--- config.mk ---
export PLATFORM = sky130hd
export DESIGN_NAME = ula_sequencial
export DESIGN_NICKNAME = d
export VERILOG_FILES = /design/src/rtl/ula_sequencial.sv
export SDC_FILE = /design/constraint.sdc
export NUM_CORES = 1
export LEC_CHECK = 0
export ABC_AREA = 1
export CORE_MARGIN = 8
export CORE_UTILIZATION = 47
export DETAILED_ROUTE_END_ITERATION = 6
export GPL_ROUTABILITY_DRIVEN = 0
export PLACE_DENSITY_LB_ADDON = 0.05
export SLEW_MARGIN = 20
export SYNTH_ARGS = -nofsm -noshare
export SYNTH_HDL_FRONTEND = slang
export SYNTH_SLANG_ARGS = --single-unit
--- constraint.sdc ---
create_clock -name clock -period 2.5 [get_ports clock]
set_clock_uncertainty 0.1 [all_clocks]
set_input_delay 0.5 -clock clock [delete_from_list [all_inputs] [get_ports clock]]
set_output_delay 0.5 -clock clock [all_outputs]
set_load 0.01 [all_outputs]
--- src/rtl/ula_sequencial.sv ---
// Sequential ALU: single-cycle add/sub/logic/slt, iterative shift-add multiply and restoring divide.
// Define ULA_DIVISAO_EN to build the divider; otherwise opcode 111 reports erro_div in one cycle.
module ula_sequencial #(
  parameter int LARGURA = 8
) (
  input  logic               clock,
  input  logic               reset_n,
  input  logic               inicio,
  input  logic [2:0]         controle_ula,
  input  logic [LARGURA-1:0] a,
  input  logic [LARGURA-1:0] b,
  output logic [LARGURA-1:0] saida_ula,
  output logic [LARGURA-1:0] resto,
  output logic               valido,
  output logic               ocupado,
  output logic               zero,
  output logic               negativo,
  output logic               carry,
  output logic               overflow,
  output logic               erro_div
);

  localparam int CW = $clog2(LARGURA + 1);

  typedef enum logic [1:0] {OCIOSO, CALCULA, CONCLUI} estado_t;

  estado_t            estado, proximo;
  logic [CW-1:0]      contador;
  logic               aceita, iterativa;

  logic [LARGURA-1:0] hi_p1, lo_p1, op_b_p1;
  logic [LARGURA-1:0] hi_p0, lo_p0;
  logic [LARGURA:0]   parcial;
`ifdef ULA_DIVISAO_EN
  logic               op_div_p1;
  logic [LARGURA:0]   desloc;
`endif

  logic [LARGURA-1:0] res_s, res_r;
  logic [LARGURA:0]   soma, dif;
  logic signed [LARGURA-1:0] a_s, b_s;
  logic               f_c, f_v, f_e, f_n_en;

  function automatic logic estouro(input logic sa, input logic sb, input logic sr);
    return (sa == sb) && (sr != sa);
  endfunction

  always_comb begin
`ifdef ULA_DIVISAO_EN
    iterativa = (controle_ula == 3'b110) || ((controle_ula == 3'b111) && (b != '0));
`else
    iterativa = (controle_ula == 3'b110);
`endif
    aceita = inicio && (estado != CALCULA);
  end

  // single-cycle result path
  always_comb begin
    soma   = {1'b0, a} + {1'b0, b};
    dif    = {1'b0, a} - {1'b0, b};
    a_s    = $signed(a);
    b_s    = $signed(b);
    res_s  = '0;
    res_r  = '0;
    f_c    = 1'b0;
    f_v    = 1'b0;
    f_e    = 1'b0;
    f_n_en = 1'b1;
    case (controle_ula)
      3'b000: begin
        res_s = soma[LARGURA-1:0];
        f_c   = soma[LARGURA];
        f_v   = estouro(a[LARGURA-1], b[LARGURA-1], soma[LARGURA-1]);
      end
      3'b001: begin
        res_s = dif[LARGURA-1:0];
        f_c   = dif[LARGURA];
        f_v   = estouro(a[LARGURA-1], ~b[LARGURA-1], dif[LARGURA-1]);
      end
      3'b010: res_s = a & b;
      3'b011: res_s = a | b;
      3'b100: res_s = a ^ b;
      3'b101: res_s = {{(LARGURA-1){1'b0}}, (a_s < b_s)};
      3'b111: begin
        f_e    = 1'b1;
        f_n_en = 1'b0;
`ifdef ULA_DIVISAO_EN
        res_s  = '1;
        res_r  = a;
`endif
      end
      default: f_n_en = 1'b0;
    endcase
  end

  // one iteration step: shift-add multiply, restoring divide
  always_comb begin
    parcial = {1'b0, hi_p1} + (lo_p1[0] ? {1'b0, op_b_p1} : '0);
    hi_p0   = parcial[LARGURA:1];
    lo_p0   = {parcial[0], lo_p1[LARGURA-1:1]};
`ifdef ULA_DIVISAO_EN
    desloc  = {hi_p1, lo_p1[LARGURA-1]};
    if (op_div_p1) begin
      if (desloc >= {1'b0, op_b_p1}) begin
        parcial = desloc - {1'b0, op_b_p1};
        hi_p0   = parcial[LARGURA-1:0];
        lo_p0   = {lo_p1[LARGURA-2:0], 1'b1};
      end else begin
        hi_p0   = desloc[LARGURA-1:0];
        lo_p0   = {lo_p1[LARGURA-2:0], 1'b0};
      end
    end
`endif
  end

  always_ff @(posedge clock or negedge reset_n) begin
    if (!reset_n) estado <= OCIOSO;
    else          estado <= proximo;
  end

  always_comb begin
    proximo = OCIOSO;
    case (estado)
      CALCULA: proximo = (contador == CW'(1)) ? CONCLUI : CALCULA;
      default: proximo = (aceita && iterativa) ? CALCULA : OCIOSO;
    endcase
  end

  always_comb begin
    ocupado = (estado == CALCULA);
  end

  always_ff @(posedge clock) begin
    if (aceita && iterativa) begin
      hi_p1     <= '0;
      lo_p1     <= a;
      op_b_p1   <= b;
`ifdef ULA_DIVISAO_EN
      op_div_p1 <= controle_ula[0];
`endif
    end else if (estado == CALCULA) begin
      hi_p1 <= hi_p0;
      lo_p1 <= lo_p0;
    end
  end

  // results and flags; the final iteration writes them directly so valido lands in CONCLUI
  always_ff @(posedge clock or negedge reset_n) begin
    if (!reset_n) begin
      contador  <= '0;
      saida_ula <= '0;
      resto     <= '0;
      valido    <= 1'b0;
      zero      <= 1'b0;
      negativo  <= 1'b0;
      carry     <= 1'b0;
      overflow  <= 1'b0;
      erro_div  <= 1'b0;
    end else begin
      valido <= 1'b0;
      if (estado == CALCULA) begin
        contador <= contador - CW'(1);
        if (contador == CW'(1)) begin
          saida_ula <= lo_p0;
          resto     <= hi_p0;
          zero      <= (lo_p0 == '0);
          negativo  <= 1'b0;
          overflow  <= 1'b0;
          erro_div  <= 1'b0;
`ifdef ULA_DIVISAO_EN
          carry     <= !op_div_p1 && (hi_p0 != '0);
`else
          carry     <= (hi_p0 != '0);
`endif
          valido    <= 1'b1;
        end
      end else if (aceita) begin
        if (iterativa) begin
          contador <= CW'(LARGURA);
        end else begin
          saida_ula <= res_s;
          resto     <= res_r;
          zero      <= (res_s == '0);
          negativo  <= f_n_en & res_s[LARGURA-1];
          carry     <= f_c;
          overflow  <= f_v;
          erro_div  <= f_e;
          valido    <= 1'b1;
        end
      end
    end
  end

endmodule
* Word-level counts from Yosys, hierarchy flattened
Cells that the tools add are included.
** Word-level totals
- Flip-flop bits (word level) :: 52
- Input port bits :: 22
- Output and inout port bits :: 23
- Word-level logic and storage cells :: 97
** Cells by class
- Add/sub/neg operators :: 4
- Order comparisons :: 1
- Eq/ne operators :: 16
- Multiplexer cells :: 44
- Bitwise gates (word level) :: 5
- Reductions and logical operators :: 14
** Operators with widths (number)
- $mux 8 :: 11
- $pmux 8 s6 :: 1
- $mux 1 :: 25
- $add 8x8->9 :: 2
- $logic_not 8->1 :: 2
- $eq 3x3->1 const B :: 4
- $mux 4 :: 3
- $sub 8x8->9 :: 1
- $and 8x8->8 :: 1
- $lt 8x8->1 :: 1
- $or 8x8->8 :: 1
- $reduce_bool 8->1 :: 1
- $xor 8x8->8 :: 1
- $eq 3x2->1 const B :: 2
- $reduce_bool 2->1 :: 3
- $reduce_or 6->1 :: 1
- $eq 4x1->1 const B :: 1
- $logic_and 1x1->1 :: 4
- $mux 2 :: 2
- $ne 2x1->1 const B :: 2
- $pmux 1 s2 :: 2
- $sub 4x1->4 const B :: 1
- $eq 3x1->1 const B :: 1
- $logic_not 3->1 :: 1
- 8 further kinds :: 10

* Depth between registers and ports, before layout
Gate-level depths: netlist of the first run.
- Word-level depth :: 7
- Gate-level depth with buffers :: 17

* Least setup slack after synthesis of the first run
OpenSTA, ideal clock, no wires.
- Path kind :: reg2reg
- Start point :: register lo_p1[0]
- End point :: register carry
- Library setup time :: 117 ps
- Data arrival time :: 1973 ps
- Setup slack :: 311 ps
- Cell stages (with the launch flop) :: 18
- Buffers on the path :: 1
- Period minus slack after synthesis :: 2189 ps
- Cell sequence :: edfxtp_1 -> clkbuf_1 -> nand2_1 -> inv_1 -> ha_1 -> inv_1 -> fa_1 -> nand3b_1 -> nand2_1 -> nand2_1 -> nand2_1 -> a21oi_1 -> inv_1 -> nand2_1 -> nand2_1 -> nand4_1 -> nand2_1 -> nand2_1
** On the way
- Longest elaborated chain between the ends :: 5
** RTL lines
- from (decl) :: RTL line 31 : logic [LARGURA-1:0] hi_p1, lo_p1, op_b_p1;
- from (signal assigned) :: RTL line 143 : lo_p1 <= lo_p0;
- $mux 8 :: RTL line 98 : parcial = {1'b0, hi_p1} + (lo_p1[0] ? {1'b0, op_b_p1} : '0);
- $add 8x8->9 :: RTL line 98
- $reduce_bool 8->1 :: RTL line 173 : carry <= (hi_p0 != '0);
- $mux 1 :: RTL line 163 : if (contador == CW'(1)) begin
- $mux 1 :: RTL line 161 : if (estado == CALCULA) begin
- to (signal assigned) :: RTL line 173
- to (decl) :: RTL line 18 : output logic carry,
Every way passes these cells. The select of a mux whose other input is x is not followed.
A chain may end at the register's enable or synchronous reset.

* Worst setup path in the final report of the first run
- Start point :: input a[5]
- End point :: register zero
** On the way
- Longest elaborated chain between the ends :: 6
- Elaborated cells between the ends (all ways) :: 11
** RTL lines
- from (decl) :: RTL line 10 : input logic [LARGURA-1:0] a,
- $sub 8x8->9, or another cell as far along :: RTL line 60 : dif = {1'b0, a} - {1'b0, b};
- $pmux 8 s6 * :: RTL line 69 : case (controle_ula)
- $logic_not 8->1 * :: RTL line 183 : zero <= (res_s == '0);
- $mux 1 * :: RTL line 178 : if (iterativa) begin
- $mux 1 * :: RTL line 177 : end else if (aceita) begin
- $mux 1 * :: RTL line 161
- to (signal assigned) :: RTL line 166 : zero <= (lo_p0 == '0);
- to (signal assigned) :: RTL line 183
- to (decl) :: RTL line 16 : output logic zero,
Mark *: on every way between the ends. The rest lies on a longest branch, timed or not. The select of a mux whose other input is x is not followed.

==> results of run 1 <==
[cells by family after synthesis]
kind of cell | synth area share
compound gates | 0.109
xor+xnor | 0.0138
fa+ha+maj | 0.134
buf+inv | 0.0968
flops | 0.353
simple gates | 0.292
[power breakdown]
group	internal, mW	total, mW	switching [mW]
registers	1.22	1.41	0.198
clock network	0.323	0.599	0.276
logic	0.936	2.07	1.13
total	2.48	4.08	1.61
[flip-flops by register name, summed over array words and instances, names as in the netlist]
register and count:
hi_p1 8, lo_p1 8, op_b_p1 8, resto 8, saida_ula 8, contador 4
estado 2, carry 1, erro_div 1, negativo 1, overflow 1, valido 1
zero 1
[worst max path at each step]
| stage | start | endpoint | slack [ns] | cells after the start |
|---|---|---|---|---|
| after floorplan | lo_p1[0] | carry | 0.31 | 17 |
| after global placement | a[5] | zero | -0.24 | 15 |
| after detailed placement | a[1] | zero | -0.31 | 14 |
| after CTS | a[1] | zero | 0.02 | 14 |
| after global routing | a[3] | zero | 0.01 | 14 |
| final | a[5] | zero | 0.12 | 15 |
[per-stage QoR]
stage                     instance area, um^2  cells  setup TNS, ns  hold slack, ns
after detailed placement                 4770    708          -1.90           0.364
after global placement                   4770    708          -1.40           0.362
final                                    4950    716              0           0.378
after CTS                                4890    716              0           0.384
after global routing                     4950    716              0           0.408
after floorplan                          3800    512              0           0.104
[placed cells by master, fill, tap and decap left out, types with 21 or more instances in the layout]
master,count
clkdlybuf4s50_1,42
o21ai_0,21
buf_4,61
nor2_1,33
dfrtp_1,28
nand2_1,137
ha_1,32
nand3_1,49
inv_1,62
a21oi_1,30
[routing by layer]
layer / routed length, um / vias up / share of wire / global-route usage
met3: 404 / 17 / 0.039 / 0.0254
met4: 248 / 0 / 0.024 / 0.0794
li1: - / 1860 / - / -
met5: 0 / - / 0 / 0
met2: 5280 / 92 / 0.51 / 0.340
met1: 4340 / 1656 / 0.42 / 0.209
[area by class of cell]
type,count,share of cell area
sequential,52,0.271
clock inverter,2,0.00682
tap,102,0.0258
inverter,78,0.0591
clock buffer,6,0.0167
timing repair buffer,106,0.187
multi-input combinational,370,0.434
[tightest hold or removal path: stages, from the launching register on]
cell and delay [ns]:
dfxtp_1 0.32, nand2_1 0.06, a21oi_1 0.05
==> results.json, run 1 <==
{
  "status": "completed",
  "ioPinCount": 45,
  "finalPower_mw": 4.08,
  "cts.sinks": 52,
  "path_clk_slew_ns": 0.09,
  "nNetsFinal": 674,
  "seqCellArea_mm2": 0.00134,
  "ant_nets": 0,
  "post_cts_buffers": 0,
  "wl_per_cell_um": 14.3,
  "initial_core_util": 0.489,
  "critPathMaxStageDelay_ns": 0.48,
  "clk_latency_ns": 0.31,
  "multi_input_area_mm2": 0.00215,
  "crit_required_ns": 2.65,
  "cp-start-kind": "input port",
  "cp_max_fo": 5,
  "hp-class": "flip-flop to flip-flop",
  "cts_hold_buf": 0,
  "syn_nets": 573,
  "syn_inst": 512,
  "cts_resized": 0,
  "p_per_area_mw_per_mm2": 824,
  "synthArstFlopShare": 0.538,
  "cp_common_cell": "nand3_1",
  "yosysSeqAreaShare": 0.353,
  "synth-edff-count": 16,
  "synthFlopType": "dfrtp_1",
  "synth_area_leaders": "dfrtp_1 (18%), nand2_1 (14%), edfxtp_1 (13%)",
  "grt_pass1_wl_um": 16900,
  "cts_made_buffers": 5,
  "min_to": "hi_p1[7]",
  "via_count": 3625,
  "hp-start": "hi_p1[7]",
  "syn_avg_cell_area_um2": 7.42,
  "drt_iter0_drc": 101,
  "synth_common_cells": "nand2_1 (138), inv_1 (64), nand3_1 (49)",
  "syn_to_final_growth_pct": 30.3,
  "h-tree-depth": 2,
  "drc": 0,
  "utilization": 0.637,
  "drt-pass1-iter-count": 4,
  "pre_cts_ws_ns": -0.307,
  "holdPathStages": 2,
  "crit_family": "simple AND/OR/NAND/NOR gates",
  "clockRootBuffer": "clkbuf_8",
  "io_buffer_count": 44,
  "viasPerCell": 5.06,
  "antenna_found_initial": 0,
  "cts_tree": "built",
  "fin_ws_ns": 0.119,
  "routed_wl_um": 10300,
  "die_y_um": 106,
  "syn_area_mm2": 0.00380,
  "worstPathArrival_ns": 2.53,
  "die_w_um": 106,
  "rows": 32,
  "design.core.area_mm2": 0.00777,
  "grt_pass1_vias": 3621,
  "synth_top_area_frac": 0.184,
  "clk_path_buf_depth": 2,
  "antennaDiodeCount": 0,
  "finalCriticalPeriod_ns": 2.38,
  "critical_path.slowest_cell": "clkdlybuf4s50_1",
  "grt_remaining_overflow": 0,
  "ys_types": 39,
  "setup_viol": 0,
  "grt_setup_unrepaired": "false",
  "worstReg2RegStart": "lo_p1[0]",
  "ir_drop_v": 0.000370,
  "post-synth-top-count-cell": "nand2_1",
  "rr_worst_depth": 16,
  "slew_headroom": 0.753,
  "synth-seq-cells": 52,
  "yosysWarnings": 0,
  "p_leak_nw": 2.51,
  "yosysTopAreaCell": "dfrtp_1",
  "max_freq_ghz": 0.420,
  "grt_usage": 0.185,
  "critPathBufInv": 4,
  "hold_violations": 0,
  "grt_max_degree": 29,
  "fillers": 752,
  "dpl.hpwl_um": 8300,
  "criticalPathCategory": "input port to flip-flop",
  "tightest_slew_ns": 0.370,
  "die-area_mm2": 0.0112,
  "end_kind": "flip-flop",
  "cap_violations": 0,
  "path_cells": "clkdlybuf4s50_1 > inv_1 > ha_4 > inv_2 > buf_4 > nand2_1 > nor2_1 > nand3_1 > nand2_2 > nand2_1 > nand3_1 > nand3_1 > nor2_1 > nand3_1 > a21oi_2",
  "r2r_end": "carry",
  "r2r_setup_slack_ns": 0.22,
  "drive_above_1_share": 0.182,
  "finalCritPeriodShare": 0.952,
  "drv_slew": 0
}
Power figures use the tool's default switching activity.
==> run 2: changes to the inputs <==
- HOLD_SLACK_MARGIN: default -> 0.15
- SKIP_LAST_GASP: default -> 1
==> results of run 2 <==
Final layout, timing and power as in run 1 (identical DEF).
==> run 3: changes to the inputs <==
- CORE_MARGIN: 8 -> 2
- CORE_UTILIZATION: 47 -> 55
- SLEW_MARGIN: 20 -> default
==> run 3 against run 2 <==
Effect of this change: sequential share of layout area rose by 0.13 points; setup slack improved by 0.045 ns; die area fell by 32%; combinational power barely moved; critical endpoint unchanged; largest cell class unchanged.
==> results.json, run 3 (same netlist as run 1, synthesis figures left out) <==
{
  "status": "completed",
  "syn_to_final_growth_pct": 29.7,
  "seqPwrFrac": 0.347,
  "max_freq_ghz": 0.428,
  "grt_usage": 0.273,
  "die_w_um": 87.1,
  "drt-pass1-iter-count": 5,
  "design.core.area_mm2": 0.00676,
  "critPathBufInv": 3,
  "nNetsFinal": 676,
  "cts_made_buffers": 5,
  "utilization": 0.729,
  "cp-start-kind": "input port",
  "antennaDiodeCount": 0,
  "clockRootBuffer": "clkbuf_8",
  "setup_viol": 0,
  "p_switching_mw": 1.64,
  "hold_violations": 0,
  "cp_max_fo": 5,
  "ir_drop_v": 0.000358,
  "fin_setup_tns_ns": 0,
  "seqCellArea_mm2": 0.00134,
  "critPathMaxStageDelay_ns": 0.48,
  "hold_slack_ns": 0.379,
  "finalCritPeriodShare": 0.934,
  "placedInstanceArea_mm2": 0.00473,
  "die_y_um": 87.1,
  "grt_max_degree": 29,
  "fillers": 555,
  "multi_input_area_mm2": 0.00215,
  "crit_family": "simple AND/OR/NAND/NOR gates",
  "drive_above_1_share": 0.190,
  "cts_tree": "built",
  "grt_pass1_vias": 3627,
  "die-area_mm2": 0.00759,
  "p_int_mw": 2.45,
  "fin_cells": 696,
  "wl_per_cell_um": 14.4,
  "grt_setup_unrepaired": "true",
  "path_clk_slew_ns": 0.10,
  "met1_usage": 0.325,
  "h-tree-depth": 2,
  "pre_cts_ws_ns": -0.279,
  "grtUsageMet3": 0.0303,
  "ioPinCount": 45,
  "finalPower_mw": 4.08,
  "cts.sinks": 52,
  "viasPerCell": 5.40,
  "pwr-share-clk": 0.146,
  "path_cells": "clkdlybuf4s50_1 > inv_1 > ha_1 > inv_1 > nand2_1 > nor2_1 > nand3_2 > nand2_2 > nand2_1 > nand3_1 > nand3_1 > nor2_1 > nand3_1 > a21oi_2",
  "critical_path.slowest_cell": "clkdlybuf4s50_1",
  "clk_path_buf_depth": 2,
  "hp-class": "flip-flop to flip-flop",
  "worstPathArrival_ns": 2.49,
  "p_per_area_mw_per_mm2": 829,
  "grt_use_met2": 0.499,
  "drv_slew": 0,
  "cap_violations": 0,
  "end_kind": "flip-flop",
  "switching_share": 0.401,
  "placedCellCount": 686,
  "routed_wl_um": 10000,
  "final_cell_area_mm2": 0.00493,
  "drc": 0,
  "grt_pass1_wl_um": 16300,
  "tightest_slew_ns": 0.422,
  "crit_required_ns": 2.66,
  "antenna_found_initial": 0,
  "finalCriticalPeriod_ns": 2.34,
  "ant_nets": 0,
  "rows": 30,
  "criticalPathCategory": "input port to flip-flop",
  "clk_latency_ns": 0.31,
  "io_buffer_count": 44,
  "grt_remaining_overflow": 0,
  "layout_commonest_cell": "nand2_1",
  "pwr-share-comb": 0.508,
  "final_cell_mix": "nand2_1 (137), buf_4 (64), inv_1 (63)",
  "drt_iter0_drc": 388,
  "p_leak_nw": 2.52,
  "cp_common_cell": "nand3_1",
  "dpl.hpwl_um": 7870,
  "fin_ws_ns": 0.164,
  "slew_headroom": 0.718,
  "busiest_layer": "met2",
  "initial_core_util": 0.562,
  "via_count": 3759,
  "cts_hold_buf": 0
}
## run 3: worst min-delay path, delay by kind of cell (launching register included)
kind            cells  cell delay, ns
compound gates      1            0.06
flops               1            0.32
simple gates        1            0.06
## run 3: cell type report
class	count	area share
Multi-Input combinational cell	370	0.436
Sequential cell	52	0.272
Timing Repair Buffer	108	0.188
Inverter	78	0.0594
Tap cell	80	0.0203
Clock buffer	5	0.0140
Clock inverter	3	0.00940
## run 3: power by group through the flow
stage | logic (mW) | clock network [mW] | registers (mW)
after CTS | 2.03 | 0.598 | 1.42
after detailed placement | 2.01 | 0 | 1.43
after global placement | 1.96 | 0 | 1.43
final | 2.07 | 0.594 | 1.42
after floorplan | 1.22 | 0 | 1.44
after global routing | 2.30 | 0.633 | 1.45
## run 3: metal layers
metal | vias to the layer above | part of all wire
li1 | 1866 | -
met2 | 126 | 0.51
met1 | 1737 | 0.41
met4 | 0 | 0.033
met5 | - | 0
met3 | 30 | 0.048
## run 3: what timing repair did
action                     CTS  global route
hold endpoints to repair     0             0
buffers inserted             0             2
resized for setup            0            17
setup endpoints to repair    0             8
## run 3: worst paths after layout
| kind | slack (ns) | cells after the start | end | start |
|---|---|---|---|---|
| max reg2reg | 0.22 | 13 | carry | lo_p1[0] |
| max in group asynchronous | 1.56 | 2 | negativo | reset_n |
| min | 0.38 | 2 | hi_p1[7] | hi_p1[7] |
| min in group asynchronous | 0.46 | 2 | saida_ula[1] | reset_n |
| max | 0.16 | 14 | zero | a[6] |
| min reg2reg | 0.38 | 2 | hi_p1[7] | hi_p1[7] |
